[src/rtl/rock_search_ctrl.sv]
// Hill-climbing rocking controller: averages cry volume + heart rate, steps A/F and keeps or reverts each step.
// Optional calm-stop behaviour is enabled by defining ROCK_CALM_STOP_EN.
module rock_search_ctrl #(
  parameter int SENS_W     = 8,
  parameter int LVL_W      = 4,
  parameter int A_START    = 4,
  parameter int F_START    = 4,
  parameter int AVG_LOG2   = 3,
  parameter int SETTLE_CYC = 1024,
  parameter int HYST       = 2,
  parameter int HOLD_CYC   = 65536,
  parameter int CALM_THR   = 8
) (
  input  logic              clk,
  input  logic              reset,
  input  logic              sampleValid,
  input  logic [SENS_W-1:0] huilVolume,
  input  logic [SENS_W-1:0] hartRitme,
  output logic [LVL_W-1:0]  A,
  output logic [LVL_W-1:0]  F,
  output logic              stressGezakt,
  output logic              locked,
  output logic [2:0]        state
);

  localparam logic [2:0] BASE   = 3'd0;
  localparam logic [2:0] STEP   = 3'd1;
  localparam logic [2:0] SETTLE = 3'd2;
  localparam logic [2:0] MEAS   = 3'd3;
  localparam logic [2:0] DECIDE = 3'd4;
  localparam logic [2:0] HOLD   = 3'd5;
  localparam logic [2:0] CALM   = 3'd6;

  localparam logic [1:0] DIR_AP = 2'd0;
  localparam logic [1:0] DIR_AM = 2'd1;
  localparam logic [1:0] DIR_FP = 2'd2;

  localparam int AVG_W = SENS_W + 1;
  localparam int ACC_W = SENS_W + 1 + AVG_LOG2;
  localparam int CNT_W = AVG_LOG2 + 1;
  localparam logic [CNT_W-1:0] LAST_SAMPLE = CNT_W'((1 << AVG_LOG2) - 1);
  localparam logic [LVL_W-1:0] LVL_MAX     = '1;

  logic [2:0]       stateReg;
  logic [ACC_W-1:0] acc;
  logic [CNT_W-1:0] sampleCnt;
  logic [31:0]      cycCnt;
  logic [AVG_W-1:0] best;
  logic [AVG_W-1:0] measAvg;
  logic [LVL_W-1:0] prevA;
  logic [LVL_W-1:0] prevF;
  logic [1:0]       dir;
  logic [2:0]       fails;

  logic [AVG_W-1:0] sample;
  logic [ACC_W-1:0] accSum;
  logic [AVG_W-1:0] winAvg;
  logic             winDone;
  logic             saturated;
  logic             improved;
  logic [2:0]       failsInc;

  assign sample   = AVG_W'(huilVolume) + AVG_W'(hartRitme);
  assign accSum   = acc + ACC_W'(sample);
  assign winAvg   = accSum[ACC_W-1:AVG_LOG2];
  assign winDone  = sampleValid && (sampleCnt == LAST_SAMPLE);
  assign improved = (32'(measAvg) + 32'(HYST)) <= 32'(best);
  assign failsInc = fails + 3'd1;

  assign state  = stateReg;
  assign locked = (stateReg == HOLD) || (stateReg == CALM);

`ifdef ROCK_CALM_STOP_EN
  logic calmLow;
  logic calmHigh;
  assign calmLow  = 32'(winAvg) <= 32'(CALM_THR);
  assign calmHigh = 32'(winAvg) > (32'(CALM_THR) + 32'(HYST));
`endif

  always_comb begin
    saturated = 1'b0;
    case (dir)
      DIR_AP:  saturated = (A == LVL_MAX);
      DIR_AM:  saturated = (A == '0);
      DIR_FP:  saturated = (F == LVL_MAX);
      default: saturated = (F == '0);
    endcase
  end

  // Window accumulation is shared by BASE, MEAS and CALM; the final sample is folded in via accSum.
  always_ff @(posedge clk) begin
    if (!reset) begin
      stateReg     <= BASE;
      A            <= LVL_W'(A_START);
      F            <= LVL_W'(F_START);
      stressGezakt <= 1'b0;
      acc          <= '0;
      sampleCnt    <= '0;
      cycCnt       <= '0;
      best         <= '0;
      measAvg      <= '0;
      prevA        <= LVL_W'(A_START);
      prevF        <= LVL_W'(F_START);
      dir          <= DIR_AP;
      fails        <= '0;
    end else begin
      stressGezakt <= 1'b0;
      if ((stateReg == BASE || stateReg == MEAS || stateReg == CALM) && sampleValid) begin
        if (winDone) begin
          acc       <= '0;
          sampleCnt <= '0;
        end else begin
          acc       <= accSum;
          sampleCnt <= sampleCnt + 1'b1;
        end
      end
      case (stateReg)
        BASE: begin
          if (winDone) begin
            best  <= winAvg;
            dir   <= DIR_AP;
            fails <= '0;
`ifdef ROCK_CALM_STOP_EN
            if (calmLow) begin
              A        <= '0;
              F        <= '0;
              stateReg <= CALM;
            end else
`endif
            stateReg <= STEP;
          end
        end
        STEP: begin
          prevA <= A;
          prevF <= F;
          if (saturated) begin
            fails <= failsInc;
            dir   <= dir + 2'd1;
            if (failsInc == 3'd4) begin
              cycCnt   <= '0;
              stateReg <= HOLD;
            end
          end else begin
            case (dir)
              DIR_AP:  A <= A + 1'b1;
              DIR_AM:  A <= A - 1'b1;
              DIR_FP:  F <= F + 1'b1;
              default: F <= F - 1'b1;
            endcase
            cycCnt   <= '0;
            stateReg <= SETTLE;
          end
        end
        SETTLE: begin
          if (cycCnt == 32'(SETTLE_CYC - 1)) begin
            cycCnt   <= '0;
            stateReg <= MEAS;
          end else begin
            cycCnt <= cycCnt + 32'd1;
          end
        end
        MEAS: begin
          if (winDone) begin
            measAvg <= winAvg;
`ifdef ROCK_CALM_STOP_EN
            if (calmLow) begin
              A        <= '0;
              F        <= '0;
              stateReg <= CALM;
            end else
`endif
            stateReg <= DECIDE;
          end
        end
        DECIDE: begin
          cycCnt <= '0;
          // A zero average cannot be beaten, so searching further is pointless.
          if (improved) begin
            best         <= measAvg;
            stressGezakt <= 1'b1;
            fails        <= '0;
            stateReg     <= (measAvg == '0) ? HOLD : STEP;
          end else begin
            A        <= prevA;
            F        <= prevF;
            fails    <= failsInc;
            dir      <= dir + 2'd1;
            stateReg <= (failsInc == 3'd4 || measAvg == '0) ? HOLD : STEP;
          end
        end
        HOLD: begin
          if (cycCnt == 32'(HOLD_CYC - 1)) begin
            cycCnt   <= '0;
            stateReg <= BASE;
          end else begin
            cycCnt <= cycCnt + 32'd1;
          end
        end
`ifdef ROCK_CALM_STOP_EN
        CALM: begin
          if (winDone && calmHigh) begin
            A        <= LVL_W'(A_START);
            F        <= LVL_W'(F_START);
            stateReg <= BASE;
          end
        end
`else
        CALM: stateReg <= BASE;
`endif
        default: stateReg <= BASE;
      endcase
    end
  end

endmodule

[config.mk]
export PLATFORM = sky130hd
export DESIGN_NAME = rock_search_ctrl
export DESIGN_NICKNAME = d
export VERILOG_FILES = /design/src/rtl/rock_search_ctrl.sv
export SDC_FILE = /design/constraint.sdc
export NUM_CORES = 1
export LEC_CHECK = 0
export CAP_MARGIN = 25
export CORE_MARGIN = 2
export CORE_UTILIZATION = 65
export DETAILED_ROUTE_END_ITERATION = 8
export DONT_BUFFER_PORTS = 1
export HOLD_SLACK_MARGIN = 0.02
export PLACE_DENSITY = 0.81
export SLEW_MARGIN = 25
export SYNTH_ARGS = -nofsm -noshare
export SYNTH_HDL_FRONTEND = slang
export SYNTH_SLANG_ARGS = --single-unit
[constraint.sdc]
create_clock -name clk -period 5.1 [get_ports clk]
set_input_delay 1.02 -clock clk [delete_from_list [all_inputs] [get_ports clk]]
set_output_delay 1.02 -clock clk [all_outputs]
set_load 0.02 [all_outputs]
* Word-level counts from Yosys, hierarchy flattened
Cells that the tools add are included.
Cells by class: $add $sub $neg 11, $lt $le $gt $ge 1, equality and inequality tests 25, mux-type cells 38, reductions and logical operators 25
Operators by type and width (number):
- 2-to-1 mux 32 bit | 4
- case mux 32 bit (4 select lines) | 1
- 2-to-1 mux 3 bit | 12
- adder 32 x 1 -> 32 bit (second input constant) | 1
- == test 32 x 10 -> 1 bit (second input constant) | 1
- == test 32 x 16 -> 1 bit (second input constant) | 1
- case mux 4 bit (2 select lines) | 4
- 2-to-1 mux 4 bit | 5
- 2-to-1 mux 9 bit | 2
- case mux 3 bit (6 select lines) | 1
- case mux 9 bit (2 select lines) | 1
- inequality test 2 bit (second input constant) | 8
- adder 12 x 9 -> 12 bit | 1
- adder 4 x 1 -> 4 bit (second input constant) | 3
- == test 3 bit (second input constant) | 4
- 2-to-1 mux 12 bit | 1
- AND reduction 4 bit | 3
- adder 9 x 2 -> 10 bit (second input constant) | 1
- less-or-equal comparator 10 x 9 -> 1 bit | 1
- adder 8 x 8 -> 9 bit | 1
- logical NOT 9 bit | 1
- case mux 3 bit (3 select lines) | 1
- == test 4 bit (second input constant) | 2
- logical NOT 4 bit | 2
- 25 further kinds | 38
Storage, ports and cells: bits in registers 91, input bits 19, output and inout bits 13

* Longest topological paths before layout
Gate-level depths: netlist of the first run.
depth in word-level cells 6, gate-level depth with buffers 13

* Worst setup path before layout of the first run
Ideal clock, no wire load.
path type input to register, start point in huilVolume[1], end point reg best[8], library setup time 0.135 ns, arrival time 3.230 ns, path slack 1.734 ns, stages 9, cells stage by stage fa_1 > ha_1 > fa_1 > a211oi_1 > o21bai_1 > a21oi_1 > nor2_1 > xnor2_1 > o221ai_1
Between the ends: word-level cells in the longest chain between the ends 4
Ends and longest elaborated chain:
- from (decl) | line 17 | input logic [SENS_W-1:0] huilVolume,
- adder 8 x 8 -> 9 bit | line 63 | assign sample = AVG_W'(huilVolume) + AVG_W'(hartRitme);
- adder 12 x 9 -> 12 bit | line 64 | assign accSum = acc + ACC_W'(sample);
- 2-to-1 mux 9 bit | line 119 | if (winDone) begin
- case mux 9 bit (2 select lines) | line 117 | case (stateReg)
- to (signal assigned) | line 120 | best <= winAvg;
- to (signal assigned) | line 179 | best <= measAvg;
- to (decl) | line 48 | logic [AVG_W-1:0] best;
No other way between the ends. The select of a mux whose other input is x is not followed. A chain may end at the register's enable or synchronous reset.

* Worst setup path in the final report of the first run
start point reg measAvg[1], end point reg best[2]
Between the ends: word-level cells in the longest chain between the ends 4
Ends and longest elaborated chain:
- from (decl) | line 49 | logic [AVG_W-1:0] measAvg;
- from (signal assigned) | line 164 | measAvg <= winAvg;
- adder 9 x 2 -> 10 bit | line 67 | assign improved = (32'(measAvg) + 32'(HYST)) <= 32'(best);
- less-or-equal comparator 10 x 9 -> 1 bit | line 67
- inequality test 2 bit (no source line)
- AND reduction 3 bit (no source line)
No other way between the ends.

==> flow_metrics.env, run 1 <==
export IMPL_run_status="complete, no violations"
export IMPL_setup_worst_path_end_class="register"
export IMPL_area_growth_pct=3.28
export IMPL_worstSkewPairLatency_ps=360
export IMPL_report_final_slew_viol_count=0
export IMPL_register_area_sq_um=1820
export IMPL_cts_resized=0
export IMPL_initial_core_util_pct=66.1
export IMPL_worst_endpoint_required_ps=5370
export IMPL_overall_die_area_sq_um=9500
export IMPL_seq_power_share_pct=39.4
export IMPL_maxSlewHeadroom_pct=43.1
export IMPL_synth_largest_area_cell="sky130_fd_sc_hd__dfxtp_1"
export IMPL_max_cap_violations=0
export IMPL_placementRows=34
export IMPL_post_synth_inst_count=697
export IMPL_hold_buffers=0
export IMPL_critPathBufInv=1
export IMPL_count_of_endpoints_failing_setup_in_the_final_report=0
export IMPL_die_width_um=97.5
export IMPL_detailed_placement_wirelength_estimate_um=9010
export IMPL_detailedRoute_firstPassIterationCount=5
export IMPL_grt_start_max_net_pins=43
export IMPL_cp_top_family="compound AO/OA/AOI/OAI gates"
export IMPL_global_route_usage_total_pct=27.4
export IMPL_vdd_drop_max_mv=0.387
export IMPL_mostFrequentLayoutCells="95 x sky130_fd_sc_hd__nand2_1, 91 x sky130_fd_sc_hd__dfxtp_1, 50 x sky130_fd_sc_hd__nor2_1"
export IMPL_critPathKind="register to register"
export IMPL_post_place_ws_ps=1460
export IMPL_power_switching_share_pct=38.6
export IMPL_cts_setup_buffers=0
export IMPL_die_height_um=97.5
export IMPL_htree_num_levels=3
export IMPL_maximum_clock_insertion_buffer_count=2
export IMPL_power_per_cell_area_nw_per_um2=362
export IMPL_synth_cell_types=67
export IMPL_final_critical_path_required_period_ps=3510
export IMPL_synth_edff_count=0
export IMPL_finalHoldViolCount=0
export IMPL_timing_critical_path_from_type="register"
export IMPL_multi_input_comb_area_sq_um=3570
export IMPL_timing_worst_slew_pin_value_ps=847
export IMPL_postSynthNetCount=757
export IMPL_fin_tns_setup_ps=0
export IMPL_synthTopCellsByArea="sky130_fd_sc_hd__dfxtp_1 32%, sky130_fd_sc_hd__ha_1 6.6%, sky130_fd_sc_hd__nand2_1 6.3%"
export IMPL_drt_vias_per_instance=6.65
export IMPL_pwr_share_clk_pct=25.3
export IMPL_internal_power_mw=1.30
export IMPL_postSynth_topFlopCell="sky130_fd_sc_hd__dfxtp_1"
export IMPL_cts_tree="built"
export IMPL_path_clk_slew_ps=90
export IMPL_crit_top_cell="sky130_fd_sc_hd__ha_1"
export IMPL_drc=0
export IMPL_unrepaired_setup_endpoints_after_global_routing="no"
export IMPL_worstPathMaxFanout=7
export IMPL_setup_ws_ps=1590
export IMPL_fmaxAchievable_mhz=285
export IMPL_antenna_diode_count=0
export IMPL_post_synth_top_area_fraction_pct=32.1
export IMPL_grt_first_pass_wirelength_um=22100
export IMPL_synthArstFlopShare_pct=0
export IMPL_ys_warnings_count=0
export IMPL_total_standard_cell_area_after_synthesis_sq_um=5680
export IMPL_clockRootBuffer="sky130_fd_sc_hd__clkbuf_8"
export IMPL_timing_critical_path_slowest_stage_cell="sky130_fd_sc_hd__a211oi_1"
export IMPL_seq_area_frac_synth_pct=32.1
export IMPL_fillCellCount=741
export IMPL_layout_worst_path_cycle_share_pct=68.8
export IMPL_num_nets_final=726
export IMPL_final_setup_skew_ps=7.70
export IMPL_routed_wire_length_per_instance_um=16.5
export IMPL_power_static_leakage_nw=2.15
export IMPL_core_area_sq_um=8590
export IMPL_worstPathCellList="ha_1 -> nand2_1 -> nor2_1 -> xor2_1 -> ha_1 -> a21o_1 -> a21oi_1 -> nand4b_1 -> a211oi_1 -> buf_4 -> nor3_1 -> a311oi_1"
export IMPL_boundary_pins=32
export IMPL_clock_sink_count=91
export IMPL_cp_slowest_stage_delay_ps=760
export IMPL_synth_avg_cell_area_sq_um=8.15
export IMPL_grt_pass1_vias=4841
export IMPL_p_switching_mw=0.819
export IMPL_detailroute_via_count=5170
export IMPL_final_layout_size_suffix_gt1_share_pct=5.37
export IMPL_comb_power_share_pct=35.3
export IMPL_cts_buffers=9
export IMPL_hp_class="register to register"
export IMPL_gp_congestion=0.893
export IMPL_globalRoute_totalOverflow=0
export IMPL_routed_wl_um=12800
export IMPL_critPathArrivalTime_ps=3770
export IMPL_drt_iter0_drc=356
export IMPL_port_buffer_count=0
export IMPL_yosys_register_bits=91
export IMPL_route_antenna_remaining_nets=0
export IMPL_antenna_violations_before_repair=0
export IMPL_mostFrequentLayoutCell="sky130_fd_sc_hd__nand2_1"
==> area by class of cell <==
cell class | count | area share, %
multi-input combinational | 535 | 60.9
tap | 108 | 2.30
sequential | 91 | 31.1
timing repair buffer | 3 | 0.384
inverter | 26 | 1.66
clock inverter | 6 | 1.54
clock buffer | 9 | 2.11
==> power by group through the flow <==
stage          Sequential, mW  Combinational [mW]  Clock (mW)
2_1_floorplan           0.826               0.614           0
3_3_place_gp            0.848               0.709           0
3_5_place_dp            0.853               0.738           0
4_1_cts                 0.837               0.743       0.547
5_1_grt                 0.846               0.839       0.564
6_report                0.836               0.748       0.536
==> tightest hold or removal path, cell delays in order (launching register included) <==
cell,delay [ps]
sky130_fd_sc_hd__dfxtp_1,320
sky130_fd_sc_hd__nand2_1,50
sky130_fd_sc_hd__a21oi_1,50
==> metal layers <==
metal	vias up	track usage, %	routed length, um
li1	2504	-	-
met1	2477	35.3	5680
met2	174	47.6	6310
met3	15	3.74	706
met4	0	8.65	148
met5	-	0	0
==> final timing paths <==
path	end	slack, ps	startpoint	depth (start not counted)
min reg2reg	acc[8]$_SDFFE_PN0P_	460	acc[8]$_SDFFE_PN0P_	2
max	best[2]$_SDFFE_PN0P_	1590	measAvg[1]$_SDFFE_PN0P_	12
max reg2reg	best[2]$_SDFFE_PN0P_	1590	measAvg[1]$_SDFFE_PN0P_	12
min	acc[8]$_SDFFE_PN0P_	460	acc[8]$_SDFFE_PN0P_	2
==> through the flow <==
step | area, sq um | power, mW | std cells | hold WS [ps] | util [%]
2_1_floorplan | 5680 | 1.44 | 697 | 436 | -
3_3_place_gp | 5650 | 1.56 | 763 | 443 | 65.7
3_5_place_dp | 5650 | 1.59 | 763 | 452 | 65.7
4_1_cts | 5860 | 2.13 | 778 | 464 | 68.2
5_1_grt | 5860 | 2.25 | 778 | 490 | 68.2
6_report | 5860 | 2.12 | 778 | 465 | 68.2
==> kinds of logic (layout without fill, tap and decap cells) <==
| family | count (synthesis) | after routing | synth area share, % |
|---|---|---|---|
| flip-flops | 91 | 91 | 32.1 |
| buffers and inverters | 71 | 44 | 5.13 |
| AO/OA/AOI/OAI | 181 | 181 | 23.1 |
| adder cells (fa/ha/maj) | 41 | 41 | 10.5 |
| XOR/XNOR | 23 | 23 | 3.55 |
| AND/OR/NAND/NOR | 281 | 281 | 24.0 |
| multiplexers | 9 | 9 | 1.61 |
==> flip-flops by register name (all words and copies together) (netlist names), 4 cells and up <==
| register | cells |
|---|---|
| cycCnt | 32 |
| F | 4 |
| sampleCnt | 4 |
| acc | 12 |
| A | 4 |
| prevF | 4 |
| best | 9 |
| prevA | 4 |
| measAvg | 9 |
==> Yosys cell counts, drive strengths merged (7+ instances only) <==
library cell	n
nand2b	8
a41oi	7
and3	9
a21oi	42
fa	11
nor2	51
a311oi	20
a211oi	9
or3	7
nand2	96
o211ai	8
dfxtp	91
nor3	26
o21ai	21
mux2i	8
a31oi	10
o211a	9
buf	10
ha	30
clkbuf	35
xor2	10
nand3	34
xnor2	13
inv	25
and2	8
nand4	14
nor4	10
No activity file was read; power rests on OpenSTA's default activity.
==> run 2: changes to the inputs <==
Settings changed: CORE_UTILIZATION 65 to 58, PLACE_DENSITY 0.81 to 0.76.
Clock period 5.1 ns to 3.2 ns, I/O delays scaled along.
==> flow_metrics.env, run 2 (synthesized netlist as in run 1, its figures left out) <==
export IMPL_maxSlewHeadroom_pct=43.6
export IMPL_grt_pass1_vias=4696
export IMPL_cp_slowest_stage_delay_ps=440
export IMPL_max_cap_violations=0
export IMPL_unrepaired_setup_endpoints_after_global_routing="yes"
export IMPL_drt_iter0_drc=237
export IMPL_maximum_clock_insertion_buffer_count=2
export IMPL_power_per_cell_area_nw_per_um2=562
export IMPL_num_nets_final=741
export IMPL_grt_first_pass_wirelength_um=21900
export IMPL_worstPathCellList="ha_1 -> nand2_1 -> nor2_1 -> xor2_1 -> ha_1 -> a21o_1 -> a21oi_1 -> nand4b_1 -> a211oi_2 -> or3_4 -> mux2_2"
export IMPL_report_final_slew_viol_count=0
export IMPL_grt_use_met1_pct=34.6
export IMPL_antenna_violations_before_repair=0
export IMPL_fillCellCount=875
export IMPL_run_status="complete, no violations"
export IMPL_busiest_layer="met2"
export IMPL_hp_class="input port to register"
export IMPL_worstReg2RegStart="measAvg[1]$_SDFFE_PN0P_"
export IMPL_fmaxAchievable_mhz=334
export IMPL_post_layout_nonfiller_instances=818
export IMPL_critPathArrivalTime_ps=3260
export IMPL_power_static_leakage_nw=2.21
export IMPL_detailroute_via_count=5071
export IMPL_global_route_usage_met3_pct=3.12
export IMPL_global_route_usage_total_pct=25.9
export IMPL_port_buffer_count=0
export IMPL_vdd_drop_max_mv=0.530
export IMPL_crit_top_cell="sky130_fd_sc_hd__ha_1"
export IMPL_path_clk_slew_ps=80
export IMPL_worst_endpoint_required_ps=3460
export IMPL_final_setup_skew_ps=13.6
export IMPL_setup_worst_path_end_class="register"
export IMPL_placementRows=36
export IMPL_layout_worst_path_cycle_share_pct=93.7
export IMPL_cts_buffers=9
export IMPL_crit_path_launch="measAvg[1]$_SDFFE_PN0P_"
export IMPL_clock_sink_count=91
export IMPL_timing_critical_path_from_type="register"
export IMPL_timing_worst_slew_pin_value_ps=839
export IMPL_mostFrequentLayoutCells="94 x sky130_fd_sc_hd__nand2_1, 91 x sky130_fd_sc_hd__dfxtp_1, 51 x sky130_fd_sc_hd__nor2_1"
export IMPL_core_area_sq_um=9640
export IMPL_post_place_cells=802
export IMPL_fin_tns_setup_ps=0
export IMPL_htree_num_levels=3
export IMPL_detailedRoute_firstPassIterationCount=5
export IMPL_hold_worst_slack_ps=359
export IMPL_grt_start_max_net_pins=47
export IMPL_area_growth_pct=5.51
export IMPL_routed_wire_length_per_instance_um=16.1
export IMPL_finalHoldViolCount=0
export IMPL_drc=0
export IMPL_worstSkewPairLatency_ps=380
export IMPL_timing_critical_path_slowest_stage_cell="sky130_fd_sc_hd__dfxtp_1"
export IMPL_hold_buffers=0
export IMPL_drt_vias_per_instance=6.20
export IMPL_mostFrequentLayoutCell="sky130_fd_sc_hd__nand2_1"
export IMPL_final_critical_path_required_period_ps=3000
export IMPL_clockRootBuffer="sky130_fd_sc_hd__clkbuf_8"
export IMPL_route_antenna_remaining_nets=0
export IMPL_antenna_diode_count=0
export IMPL_routed_wl_um=13100
export IMPL_cts_tree="built"
export IMPL_globalRoute_totalOverflow=0
export IMPL_critPathKind="register to register"
export IMPL_worstPathMaxFanout=7
export IMPL_post_route_cell_area_sq_um=5990
export IMPL_register_bank_with_the_most_flops="cycCnt"
export IMPL_initial_core_util_pct=58.9
export IMPL_place_area_sq_um=5780
export IMPL_flip_flop_count_of_the_largest_register_all_copies_and_words_added=32
export IMPL_use_met2_pct=43.6
export IMPL_detailed_placement_wirelength_estimate_um=9200
export IMPL_die_height_um=103
export IMPL_gp_congestion=0.859
export IMPL_hp_start="reset"
export IMPL_boundary_pins=32
export IMPL_die_width_um=103
export IMPL_largest_registers="cycCnt x32, acc x12"
export IMPL_final_layout_size_suffix_gt1_share_pct=7.59
export IMPL_count_of_endpoints_failing_setup_in_the_final_report=0
export IMPL_overall_die_area_sq_um=10600
## run 2: cell count changes in the layout (fill, tap and decap cells not counted), sizes merged
| cell | previous run | this run |
|---|---|---|
| buf | 3 | 18 |
| inv | 27 | 26 |
| bufinv | 2 | 1 |
| clkinvlp | 1 | 2 |
| clkbuf | 9 | 10 |
## run 2: area by class of cell
type                       instances  area (sq um)  area share [%]
timing repair buffer              18           135            2.26
clock inverter                     5          55.1           0.919
clock buffer                      10           128            2.13
sequential                        91          1820            30.4
inverter                          26          97.6            1.63
multi-input combinational        535          3590            59.9
tap                              133           166            2.78
## run 2: repair_timing
item | CTS | global route
gates resized for setup | 0 | 4
endpoints found under the setup margin | 0 | 10
setup buffers | 0 | 1
## run 2: where the power goes
part	switching [mW]	leakage, nW	internal, mW
combinational	0.822	1.39	0.486
sequential	0.0740	0.735	1.21
clock	0.415	0.0881	0.355
total	1.31	2.21	2.06
## run 2: critical path, delay by kind of cell (launching register included)
kind | cells | cell delay [ps]
flip-flops | 1 | 440
AO/OA/AOI/OAI | 3 | 710
adder cells (fa/ha/maj) | 2 | 510
AND/OR/NAND/NOR | 4 | 740
multiplexers | 1 | 330
XOR/XNOR | 1 | 170
## run 2: worst paths after layout
path / to / slack, ps / depth (start not counted)
worst max-delay path: F[2]$_SDFFE_PN1P_ / 200 / 11
worst min-delay path: prevA[2]$_SDFFE_PN1P_ / 360 / 1
worst max register to register: F[2]$_SDFFE_PN1P_ / 200 / 11
worst min register to register: prevA[1]$_SDFFE_PN0P_ / 460 / 2
## run 2: per-stage QoR
step	worst slack (ps)	power, mW	utilization (%)
final	203	3.37	62.1
after global routing	-25.0	3.60	62.1
after CTS	135	3.37	61.9
after detailed placement	49.9	2.61	60.0
after global placement	81.7	2.57	60.0
after floorplan	214	2.30	-
## run 2: layer usage
| layer | up-vias | share of wire, % |
|---|---|---|
| met4 | 0 | 1.8 |
| met2 | 110 | 48 |
| met1 | 2412 | 46 |
| li1 | 2531 | - |
| met3 | 18 | 4.3 |
| met5 | - | 0 |
==> run 3: changes to the inputs <==
Settings changed: CORE_MARGIN 2 to not set, CORE_UTILIZATION 58 to 64, PLACE_DENSITY 0.76 to 0.8, RECOVER_POWER set to 50.
Clock period 3.2 ns to 3 ns, I/O delays scaled along.
==> flow_metrics.env, run 3 (synthesized netlist as in run 1, its figures left out) <==
export IMPL_run_status="complete, no violations"
export IMPL_route_antenna_remaining_nets=0
export IMPL_detailroute_via_count=5304
export IMPL_grt_start_max_net_pins=38
export IMPL_mostFrequentLayoutCell="sky130_fd_sc_hd__nand2_1"
export IMPL_comb_power_share_pct=39.2
export IMPL_htree_num_levels=3
export IMPL_maxSlewHeadroom_pct=44.1
export IMPL_grt_first_pass_wirelength_um=22300
export IMPL_drc=0
export IMPL_count_of_endpoints_failing_setup_in_the_final_report=0
export IMPL_timing_critical_path_from_type="register"
export IMPL_fillCellCount=663
export IMPL_critPathArrivalTime_ps=3200
export IMPL_overall_die_area_sq_um=9250
export IMPL_p_switching_mw=1.45
export IMPL_vdd_drop_max_mv=0.516
export IMPL_power_static_leakage_nw=2.27
export IMPL_flip_flop_count_of_the_largest_register_all_copies_and_words_added=32
export IMPL_path_clk_slew_ps=100
export IMPL_fmaxAchievable_mhz=346
export IMPL_critPathKind="register to register"
export IMPL_max_cap_violations=0
export IMPL_gp_congestion=0.878
export IMPL_hp_start="reset"
export IMPL_final_critical_path_required_period_ps=2890
export IMPL_die_height_um=96.2
export IMPL_num_nets_final=754
export IMPL_power_per_cell_area_nw_per_um2=609
export IMPL_port_buffer_count=0
export IMPL_detailed_placement_wirelength_estimate_um=9670
export IMPL_global_route_usage_total_pct=30.8
export IMPL_worstReg2RegStart="measAvg[5]$_SDFFE_PN0P_"
export IMPL_register_area_sq_um=1820
export IMPL_pwr_share_clk_pct=23.9
export IMPL_maximum_clock_insertion_buffer_count=2
export IMPL_fin_tns_setup_ps=0
export IMPL_drt_vias_per_instance=6.60
export IMPL_boundary_pins=32
export IMPL_hold_buffers=0
export IMPL_routed_wl_um=13600
export IMPL_hp_class="input port to register"
export IMPL_multi_input_comb_area_sq_um=3620
export IMPL_grt_pass1_vias=4913
export IMPL_largest_registers="cycCnt x32, acc x12"
export IMPL_routed_wire_length_per_instance_um=17.0
export IMPL_cts_buffers=9
export IMPL_register_bank_with_the_most_flops="cycCnt"
export IMPL_detailedRoute_firstPassIterationCount=5
export IMPL_setup_worst_path_end_class="register"
export IMPL_layout_worst_path_cycle_share_pct=96.2
export IMPL_internal_power_mw=2.26
export IMPL_power_switching_share_pct=39.1
export IMPL_cts_setup_buffers=0
export IMPL_die_width_um=96.2
export IMPL_timing_worst_slew_pin_value_ps=838
export IMPL_worst_endpoint_required_ps=3310
export IMPL_core_area_sq_um=8380
export IMPL_seq_power_share_pct=36.8
export IMPL_globalRoute_totalOverflow=0
export IMPL_antenna_violations_before_repair=0
export IMPL_crit_path_launch="measAvg[5]$_SDFFE_PN0P_"
export IMPL_drt_iter0_drc=316
export IMPL_mostFrequentLayoutCells="94 x sky130_fd_sc_hd__nand2_1, 91 x sky130_fd_sc_hd__dfxtp_1, 50 x sky130_fd_sc_hd__nor2_1"
export IMPL_initial_core_util_pct=67.7
export IMPL_cts_tree="built"
export IMPL_placementRows=33
export IMPL_p_total_mw=3.70
export IMPL_final_layout_size_suffix_gt1_share_pct=9.44
export IMPL_antenna_diode_count=0
export IMPL_worstPathMaxFanout=5
export IMPL_clockRootBuffer="sky130_fd_sc_hd__clkbuf_8"
export IMPL_worstSkewPairLatency_ps=370
export IMPL_area_growth_pct=7.14
export IMPL_finalHoldViolCount=0
export IMPL_final_setup_skew_ps=15.5
export IMPL_report_final_slew_viol_count=0
export IMPL_clock_sink_count=91
==> run 3: metrics by stage <==
step / util [%] / area, sq um / hold WS [ps] / setup slack (ps) / cells
finish: 72.6 / 6080 / 299 / 113 / 804
detailed placement: 69.8 / 5850 / 454 / -96.2 / 788
CTS: 72.4 / 6060 / 297 / 178 / 804
global placement: 69.8 / 5850 / 442 / -46.6 / 788
floorplan: - / 5680 / 436 / 54.4 / 697
global route: 72.6 / 6080 / 286 / -17.3 / 804
==> run 3: worst paths after layout <==
path / endpoint / slack (ps) / depth (start not counted)
hold / removal: prevF[2]$_SDFFE_PN1P_ / 300 / 1
setup reg to reg: best[5]$_SDFFE_PN0P_ / 110 / 12
setup / recovery: best[5]$_SDFFE_PN0P_ / 110 / 12
hold reg to reg: prevF[1]$_SDFFE_PN0P_ / 470 / 2
==> run 3: layout make-up <==
type	count	area share, %
Tap cell	105	2.16
Inverter	26	1.60
Timing Repair Buffer	31	3.29
Sequential cell	91	29.9
Multi-Input combinational cell	535	59.5
Clock inverter	5	0.987
Clock buffer	11	2.49
==> run 3: power groups by stage <==
stage / Combinational, mW / Sequential, mW / Clock [mW]
2_1_floorplan: 1.04 / 1.40 / 0
3_3_place_gp: 1.41 / 1.39 / 0
3_5_place_dp: 1.47 / 1.39 / 0
4_1_cts: 1.48 / 1.36 / 0.896
5_1_grt: 1.60 / 1.38 / 0.950
6_report: 1.45 / 1.36 / 0.886
==> run 3: layer usage <==
layer  part of all wire, %  global-route usage, %  vias up
li1                      -                      -     2549
met1                    44                   38.1     2565
met2                    49                   53.5      160
met3                   4.9                   5.61       30
met4                   2.2                   10.6        0
met5                     0                      0        -
==> run 3: repair_timing <==
| item | in CTS | in global routing |
|---|---|---|
| gates resized for setup | 0 | 11 |
| setup endpoints to repair | 0 | 10 |
| endpoints found under the hold margin | 0 | 0 |
==> run 3: critical path, cell delays in order, from the launching register on <==
cell	delay [ps]
sky130_fd_sc_hd__dfxtp_1	430
sky130_fd_sc_hd__nand3_1	140
sky130_fd_sc_hd__nor2_1	220
sky130_fd_sc_hd__nand3_1	140
sky130_fd_sc_hd__xnor2_1	150
sky130_fd_sc_hd__ha_1	300
sky130_fd_sc_hd__nand3_1	140
sky130_fd_sc_hd__nor3_2	230
sky130_fd_sc_hd__a21oi_2	90
sky130_fd_sc_hd__buf_4	170
sky130_fd_sc_hd__a211o_1	350
sky130_fd_sc_hd__a221oi_2	330
sky130_fd_sc_hd__o21a_1	140
